File: config.mk
export PLATFORM = sky130hd
export DESIGN_NAME = link_test_ctrl
export DESIGN_NICKNAME = d
export VERILOG_FILES = /design/src/rtl/link_test_ctrl.sv
export SDC_FILE = /design/constraint.sdc
export NUM_CORES = 1
export LEC_CHECK = 0
export BUFFER_PORTS_ARGS = -buffer_cell sky130_fd_sc_hd__buf_2
export CORE_MARGIN = 5
export CORE_UTILIZATION = 46
export CTS_BUF_LIST = sky130_fd_sc_hd__clkbuf_4 sky130_fd_sc_hd__clkbuf_8
export CTS_CLUSTER_SIZE = 14
export DETAILED_ROUTE_END_ITERATION = 12
export PLACE_DENSITY_LB_ADDON = 0.25
export SYNTH_ARGS = -nofsm -noshare
export SYNTH_HDL_FRONTEND = slang
export SYNTH_SLANG_ARGS = --single-unit
File: constraint.sdc
create_clock -name clk -period 3.52 [get_ports clk]
set_input_delay 0 -clock clk [delete_from_list [all_inputs] [get_ports clk]]
set_output_delay 0 -clock clk [all_outputs]
set_load 0.01 [all_outputs]
File: src/rtl/link_test_ctrl.sv
`default_nettype none
// ============================================================================
// Module      : link_test_ctrl
// Description : Sequencer and BER checker for the PRBS -> grey_encode ->
//               pam_4_encode -> ISI_channel -> DFE chain. Owns the chain
//               reset and PRBS enable, buffers transmitted symbols in a
//               reference FIFO, slices DFE output voltages into PAM-4
//               symbols and compares them against the buffered reference
//               for a programmed run length.
// Optional    : `define LINK_TEST_LEVEL_ERR_EN adds err_by_level, one
//               saturating mismatch counter per reference symbol value.
// Ports       : clk, rstn (sync active-low)      - clock / reset
//               start, abort, test_len           - run control
//               ref_symbol, ref_symbol_valid     - transmitted symbols
//               rx_signal, rx_signal_valid       - DFE output voltages
//               chain_rstn, prbs_en              - chain control
//               busy, done                       - run status
//               symbol_count, error_count        - run results
//               overflow                         - sticky FIFO fault
//               err_by_level (optional)          - per-level mismatches
// Revision    : 1.0 - initial release
// ============================================================================
module link_test_ctrl #(
  parameter int SIGNAL_RESOLUTION = 8,
  parameter int SYMBOL_SEPERATION = 56,
  parameter int RST_CYCLES        = 4,
  parameter int SETTLE_SYMBOLS    = 16,
  parameter int FIFO_DEPTH        = 16,
  parameter int CNT_WIDTH         = 32
) (
  input  logic                         clk,
  input  logic                         rstn,
  input  logic                         start,
  input  logic                         abort,
  input  logic [CNT_WIDTH-1:0]         test_len,
  input  logic [1:0]                   ref_symbol,
  input  logic                         ref_symbol_valid,
  input  logic [SIGNAL_RESOLUTION-1:0] rx_signal,
  input  logic                         rx_signal_valid,
  output logic                         chain_rstn,
  output logic                         prbs_en,
  output logic                         busy,
  output logic                         done,
  output logic [CNT_WIDTH-1:0]         symbol_count,
  output logic [CNT_WIDTH-1:0]         error_count,
`ifdef LINK_TEST_LEVEL_ERR_EN
  output logic [4*CNT_WIDTH-1:0]       err_by_level,
`endif
  output logic                         overflow
);

  typedef enum logic [2:0] {
    S_IDLE        = 3'd0,
    S_RESET_CHAIN = 3'd1,
    S_FILL        = 3'd2,
    S_MEASURE     = 3'd3,
    S_DONE        = 3'd4
  } state_t;

  localparam int c_AW  = $clog2(FIFO_DEPTH);
  localparam int c_MID = 1 << (SIGNAL_RESOLUTION - 1);

  localparam logic [SIGNAL_RESOLUTION-1:0] c_T0 = SIGNAL_RESOLUTION'(c_MID - SYMBOL_SEPERATION);
  localparam logic [SIGNAL_RESOLUTION-1:0] c_T1 = SIGNAL_RESOLUTION'(c_MID);
  localparam logic [SIGNAL_RESOLUTION-1:0] c_T2 = SIGNAL_RESOLUTION'(c_MID + SYMBOL_SEPERATION);

  localparam logic [CNT_WIDTH-1:0] c_RST_LAST = CNT_WIDTH'(RST_CYCLES - 1);
  localparam logic [CNT_WIDTH-1:0] c_SETTLE   = CNT_WIDTH'(SETTLE_SYMBOLS);

  // --------------------------------------------------------------------------
  // State
  // --------------------------------------------------------------------------
  state_t               state_q, state_d;
  logic [CNT_WIDTH-1:0] rst_cnt_q, rst_cnt_d;
  logic [CNT_WIDTH-1:0] settle_cnt_q, settle_cnt_d;
  logic [CNT_WIDTH-1:0] len_q, len_d;
  logic [CNT_WIDTH-1:0] sym_cnt_q, sym_cnt_d;
  logic [CNT_WIDTH-1:0] err_cnt_q, err_cnt_d;
  logic                 ovf_q, ovf_d;
  logic                 chain_rstn_q, prbs_en_q, busy_q, done_q;
`ifdef LINK_TEST_LEVEL_ERR_EN
  logic [CNT_WIDTH-1:0] lvl_q [4];
  logic [CNT_WIDTH-1:0] lvl_d [4];
`endif

  // Reference FIFO: pointers carry one extra bit to tell full from empty.
  logic [1:0]  fifo_mem_q [FIFO_DEPTH];
  logic [c_AW:0] wr_ptr_q, rd_ptr_q;

  logic       w_start_ok, w_fifo_clr;
  logic       w_push_req, w_pop_req, w_full, w_empty;
  logic       w_push, w_pop, w_push_drop, w_pop_empty;
  logic [1:0] w_decision, w_ref;
  logic       w_mismatch;

  assign w_start_ok = start && ((state_q == S_IDLE) || (state_q == S_DONE));
  assign w_fifo_clr = abort || w_start_ok;

  assign w_empty = (wr_ptr_q == rd_ptr_q);
  assign w_full  = (wr_ptr_q[c_AW] != rd_ptr_q[c_AW]) &&
                   (wr_ptr_q[c_AW-1:0] == rd_ptr_q[c_AW-1:0]);

  // FIFO traffic is suppressed in the cycle it is being cleared.
  assign w_push_req = ref_symbol_valid && chain_rstn_q && !w_fifo_clr;
  assign w_pop_req  = rx_signal_valid && !w_fifo_clr &&
                      ((state_q == S_FILL) || (state_q == S_MEASURE));

  assign w_pop       = w_pop_req && !w_empty;
  // A pop in the same cycle frees the slot, so a full FIFO still accepts.
  assign w_push      = w_push_req && (!w_full || w_pop);
  assign w_push_drop = w_push_req && w_full && !w_pop;
  assign w_pop_empty = w_pop_req && w_empty;

  assign w_ref = fifo_mem_q[rd_ptr_q[c_AW-1:0]];

  // PAM-4 slicer, unsigned thresholds centred on mid-scale.
  always_comb begin
    w_decision = 2'd3;
    if (rx_signal < c_T0) begin
      w_decision = 2'd0;
    end else if (rx_signal < c_T1) begin
      w_decision = 2'd1;
    end else if (rx_signal < c_T2) begin
      w_decision = 2'd2;
    end
  end

  assign w_mismatch = (w_decision != w_ref);

  // --------------------------------------------------------------------------
  // Next-state logic
  // --------------------------------------------------------------------------
  always_comb begin
    state_d      = state_q;
    rst_cnt_d    = rst_cnt_q;
    settle_cnt_d = settle_cnt_q;
    len_d        = len_q;
    sym_cnt_d    = sym_cnt_q;
    err_cnt_d    = err_cnt_q;
    ovf_d        = ovf_q;
`ifdef LINK_TEST_LEVEL_ERR_EN
    lvl_d        = lvl_q;
`endif

    if (abort) begin
      state_d = S_IDLE;
    end else if (w_start_ok) begin
      state_d      = S_RESET_CHAIN;
      len_d        = test_len;
      rst_cnt_d    = '0;
      settle_cnt_d = '0;
      sym_cnt_d    = '0;
      err_cnt_d    = '0;
      ovf_d        = 1'b0;
`ifdef LINK_TEST_LEVEL_ERR_EN
      for (int k = 0; k < 4; k++) begin
        lvl_d[k] = '0;
      end
`endif
    end else begin
      if (w_push_drop || w_pop_empty) begin
        ovf_d = 1'b1;
      end

      case (state_q)
        S_RESET_CHAIN: begin
          if (rst_cnt_q == c_RST_LAST) begin
            state_d = S_FILL;
          end else begin
            rst_cnt_d = rst_cnt_q + 1'b1;
          end
        end

        S_FILL: begin
          // Already at the settle target (only when it is zero): leave
          // without waiting for a pop.
          if (settle_cnt_q == c_SETTLE) begin
            state_d = S_MEASURE;
          end else if (w_pop) begin
            settle_cnt_d = settle_cnt_q + 1'b1;
            if (settle_cnt_d == c_SETTLE) begin
              state_d = S_MEASURE;
            end
          end
        end

        S_MEASURE: begin
          // Leaving together with the final count keeps later pops from
          // being counted past the programmed length.
          if (sym_cnt_q == len_q) begin
            state_d = S_DONE;
          end else if (w_pop) begin
            sym_cnt_d = sym_cnt_q + 1'b1;
            if (w_mismatch) begin
              if (err_cnt_q != '1) begin
                err_cnt_d = err_cnt_q + 1'b1;
              end
`ifdef LINK_TEST_LEVEL_ERR_EN
              if (lvl_q[w_ref] != '1) begin
                lvl_d[w_ref] = lvl_q[w_ref] + 1'b1;
              end
`endif
            end
            if (sym_cnt_d == len_q) begin
              state_d = S_DONE;
            end
          end
        end

        default: ;
      endcase
    end
  end

  // --------------------------------------------------------------------------
  // Registers
  // --------------------------------------------------------------------------
  always_ff @(posedge clk) begin
    if (!rstn) begin
      state_q      <= S_IDLE;
      rst_cnt_q    <= '0;
      settle_cnt_q <= '0;
      len_q        <= '0;
      sym_cnt_q    <= '0;
      err_cnt_q    <= '0;
      ovf_q        <= 1'b0;
      chain_rstn_q <= 1'b0;
      prbs_en_q    <= 1'b0;
      busy_q       <= 1'b0;
      done_q       <= 1'b0;
      wr_ptr_q     <= '0;
      rd_ptr_q     <= '0;
`ifdef LINK_TEST_LEVEL_ERR_EN
      for (int k = 0; k < 4; k++) begin
        lvl_q[k] <= '0;
      end
`endif
    end else begin
      state_q      <= state_d;
      rst_cnt_q    <= rst_cnt_d;
      settle_cnt_q <= settle_cnt_d;
      len_q        <= len_d;
      sym_cnt_q    <= sym_cnt_d;
      err_cnt_q    <= err_cnt_d;
      ovf_q        <= ovf_d;
      // Status outputs decoded from the next state so they line up with it.
      chain_rstn_q <= (state_d == S_FILL) || (state_d == S_MEASURE) || (state_d == S_DONE);
      prbs_en_q    <= (state_d == S_FILL) || (state_d == S_MEASURE);
      busy_q       <= (state_d == S_RESET_CHAIN) || (state_d == S_FILL) || (state_d == S_MEASURE);
      done_q       <= (state_d == S_DONE);
`ifdef LINK_TEST_LEVEL_ERR_EN
      lvl_q        <= lvl_d;
`endif
      if (w_fifo_clr) begin
        wr_ptr_q <= '0;
        rd_ptr_q <= '0;
      end else begin
        if (w_push) begin
          wr_ptr_q <= wr_ptr_q + 1'b1;
        end
        if (w_pop) begin
          rd_ptr_q <= rd_ptr_q + 1'b1;
        end
      end
    end
  end

  always_ff @(posedge clk) begin
    if (w_push) begin
      fifo_mem_q[wr_ptr_q[c_AW-1:0]] <= ref_symbol;
    end
  end

  assign chain_rstn   = chain_rstn_q;
  assign prbs_en      = prbs_en_q;
  assign busy         = busy_q;
  assign done         = done_q;
  assign symbol_count = sym_cnt_q;
  assign error_count  = err_cnt_q;
  assign overflow     = ovf_q;

`ifdef LINK_TEST_LEVEL_ERR_EN
  for (genvar k = 0; k < 4; k++) begin : g_lvl_out
    assign err_by_level[k*CNT_WIDTH +: CNT_WIDTH] = lvl_q[k];
  end
`endif

endmodule
`default_nettype wire

==> summary.txt <==
Clocking
  • Clock tree from TritonCTS: built
  • Clock root buffer: clkbuf_8
  • H-tree level count: 2
  • Clk sinks: 214
  • Clock-pin slew on the worst setup and hold paths: 60 ps
  • Worst-Skew Late Latency: 530 ps
  • Cts bufs inserted: 39
  • CTS max path bufs: 3

Synth
  • Flop and latch count out of synthesis: 214
  • Netlist Area Pre-Place: 11700 um2
  • Sequential fraction of the synthesis area: 0.395
  • Post-synth net total: 1481
  • Cells after Synth: 1423
  • Primary FF master, synth: dfxtp_1
  • EDFF count, synth: 32
  • Syn avg cell area: 8.19 um2
  • Share of the synthesized area in the top cell type: 0.313
  • Number of synthesis warnings: 0
  • Top post-synthesis cells by area: dfxtp_1, edfxtp_1, nand2_1
  • Post-synthesis cell type count: 88
  • Fraction of registers with async set/reset: 0
  • Synth area leader: dfxtp_1

Power and ir drop
  • Sw power: 0.00125 W
  • Pleak: 5.00 nW
  • PD cells: 391 nW/um2
  • Power share of the clock group: 0.468
  • Flop pwr share: 0.472
  • Worst VDD drop: 0.000207 V
  • Pint: 0.00411 W
  • Gate power share: 0.061
  • Sw Ratio: 0.233

Place
  • GPL Wtd Cong: 0.982
  • Dpl cells: 1809
  • DP HPWL: 23300 um
  • Port Buf Inserts: 113

Timing
  • Worst Max-Slew Pin Slew: 1010 ps
  • Final hold viol count: 0
  • Fin crit period: 3310 ps
  • Worst Skew: 25.9 ps
  • Setup_tns: 0 ps
  • FMAX: 0.302 GHz
  • Fin crit share: 0.940
  • Final setup vio count: 0
  • Slew Limit Fails: 0
  • RSZ-0062 raised after global routing: no
  • Relative slew slack: 0.322

Setup path
  • Worst setup EP type: flop
  • Most frequent CP cell: nor2_1
  • Startpoint types: flop
  • CP max-delay cell: nor4_1
  • Crit-path leading delay family: simple AND/OR/NAND/NOR gates
  • Cell count along the critical path: 10
  • Cell Chain, Critical Path: xor2_1 > nor2_1 > and4_1 > a311o_1 > buf_4 > nor4_1 > nor2_1 > nor2_1 > a21oi_1 > dlygate4sd3_1
  • CP Max Fanout: 21
  • Req. time, crit path: 3920 ps
  • CP peak stage delay: 640 ps
  • Worst R2R Start: symbol_count[31]
  • Flop-to-flop setup slack: 210 ps
  • R2R depth: 10
  • WS Path Type: reg -> reg
  • CP arrival: 3710 ps
  • Critical Path Source: symbol_count[31]
  • Worst setup endpoint: symbol_count[17]
  • Reg-to-Reg End: symbol_count[17]
  • Buf/Inv on CP: 2

Routing
  • Post-route DRC: 0
  • Via count: 11094
  • Routed vias/inst: 5.79
  • Final ANT Viol Nets: 0
  • WL/cell: 17.4 um
  • DR iter-0 viols: 693
  • Total Wirelength: 33300 um
  • Pre-Repair DR Iteration Count: 5

Layout
  • Area of the multi-input gates: 6540 um2
  • Layout Cells excl Fill: 1917
  • Area grow syn2layout: 17.6%
  • Filler instances: 2347
  • Share of layout cells above drive strength 1: 0.168
  • Nets: 1619
  • FF+latch area: 4600 um2

Global routing
  • Total GRT Usage: 0.226
  • Largest net degree at the start of global routing: 67
  • First-pass GRT wire length: 54100 um
  • Total congestion overflow: 0
  • Initial antenna violation count: 0
  • Number of global-route vias before repair: 10287

Floorplan
  • Die height: 169 um
  • I/O Pins: 117
  • DIE AREA: 28600 um2
  • Core footprint: 25000 um2
  • Die Wd: 169 um
  • Cell Rows: 58
  • Starting Density: 0.465

Min path
  • Worst min-delay path class: in -> reg

Flow run
  • Max-cap viol count: 0

Run status
  • Status: complete, no violations
[final cells by class]
| cell class | count | area share |
|---|---|---|
| multi-input cells | 1097 | 0.477 |
| flip-flops and latches | 214 | 0.336 |
| repair buffers | 193 | 0.0922 |
| clock buffers | 56 | 0.0503 |
| well taps | 330 | 0.0301 |
| clock inverters | 10 | 0.00959 |
| inverters | 16 | 0.00438 |
| diodes | 1 | 0.000183 |
[cell usage in the layout, fill, tap and decap left out, types with 20 or more instances in the layout]
| master | instances |
|---|---|
| clkbuf_8 | 43 |
| nor3_1 | 40 |
| dfxtp_1 | 182 |
| nor2_1 | 141 |
| xnor2_1 | 48 |
| or3_1 | 29 |
| o21ai_0 | 72 |
| edfxtp_1 | 32 |
| a21oi_1 | 131 |
| a31oi_1 | 20 |
| xor2_1 | 48 |
| nand4_1 | 48 |
| dlygate4sd3_1 | 39 |
| buf_4 | 41 |
| and3_1 | 24 |
| buf_2 | 113 |
| nand3_1 | 46 |
| nand2_1 | 194 |
| nor4_1 | 29 |
[per-stage QoR]
step                      power [W]   util  hold slack, ps  worst slack [ps]  cell area, um2
after floorplan             0.00275      -            98.9               671           11700
after global placement      0.00286  0.498             240               415           12500
after detailed placement    0.00286  0.498             246               392           12500
after CTS                   0.00541  0.546             120               117           13700
after global routing        0.00556  0.547             186              16.1           13700
final                       0.00535  0.547             144               210           13700
[how the worst min path moves through the flow]
stage                     slack (ps)  depth (start not counted)           from                to
after floorplan                  100                          0  ref_symbol[0]  fifo_mem_q[0][0]
after global placement           240                          3    test_len[1]          len_q[1]
after detailed placement         250                          3   test_len[11]         len_q[11]
after CTS                        120                          6          start    error_count[0]
after global routing             190                          6          start    error_count[0]
final                            140                          6          start    error_count[0]
[what timing repair did]
action / CTS / global route
setup endpoints to repair: 0 / 1
setup buffers: 0 / 2
gates resized for setup: 0 / 1
hold buffers: 39 / 0
hold endpoints to repair: 81 / 0
[tightest hold or removal path, stage by stage]
cell     delay, ps
buf_2          110
nor3b_1        130
buf_4          160
nor2_1          80
mux2i_1         70
nor2_1          80
[Yosys cell counts, drive strengths merged (30+ instances only)]
cell type / count
nand3: 47
o21ai: 74
nor4: 31
dfxtp: 182
xor2: 48
nor3: 41
nand4: 51
nand2: 197
edfxtp: 32
xnor2: 49
a21oi: 132
clkbuf: 66
nor2: 142
or3: 30
[flip-flops by register name, indices dropped and copies added (netlist names), named ones only]
| register | flops |
|---|---|
| busy | 1 |
| chain_rstn | 1 |
| done | 1 |
| error_count | 32 |
| fifo_mem_q | 32 |
| len_q | 32 |
| overflow | 1 |
| prbs_en | 1 |
| rd_ptr_q | 5 |
| rst_cnt_q | 32 |
| settle_cnt_q | 32 |
| state_q | 3 |
| symbol_count | 32 |
| wr_ptr_q | 5 |
[power by group through the flow]
stage	registers [W]	logic (W)	clock network, W
2_1_floorplan	0.00257	0.000185	0
3_3_place_gp	0.00258	0.000285	0
3_5_place_dp	0.00258	0.000288	0
4_1_cts	0.00252	0.000320	0.00256
5_1_grt	0.00253	0.000356	0.00268
6_report	0.00252	0.000325	0.00250
[cell families after synthesis]
family | count (synthesis) | synth area share
buf+inv | 112 | 0.0457
xor+xnor | 97 | 0.0729
flops | 214 | 0.395
mux | 23 | 0.0286
compound gates | 300 | 0.154
fa+ha+maj | 10 | 0.0107
simple gates | 667 | 0.293
[metal layers]
metal  share of wire  up-vias  GRT usage
met5               0        -          0
met4           0.025        0     0.0683
met3           0.079       59     0.0573
met2            0.45      382      0.352
met1            0.45     5213      0.313
li1                -     5440          -
No activity file was read; power rests on OpenSTA's default activity.
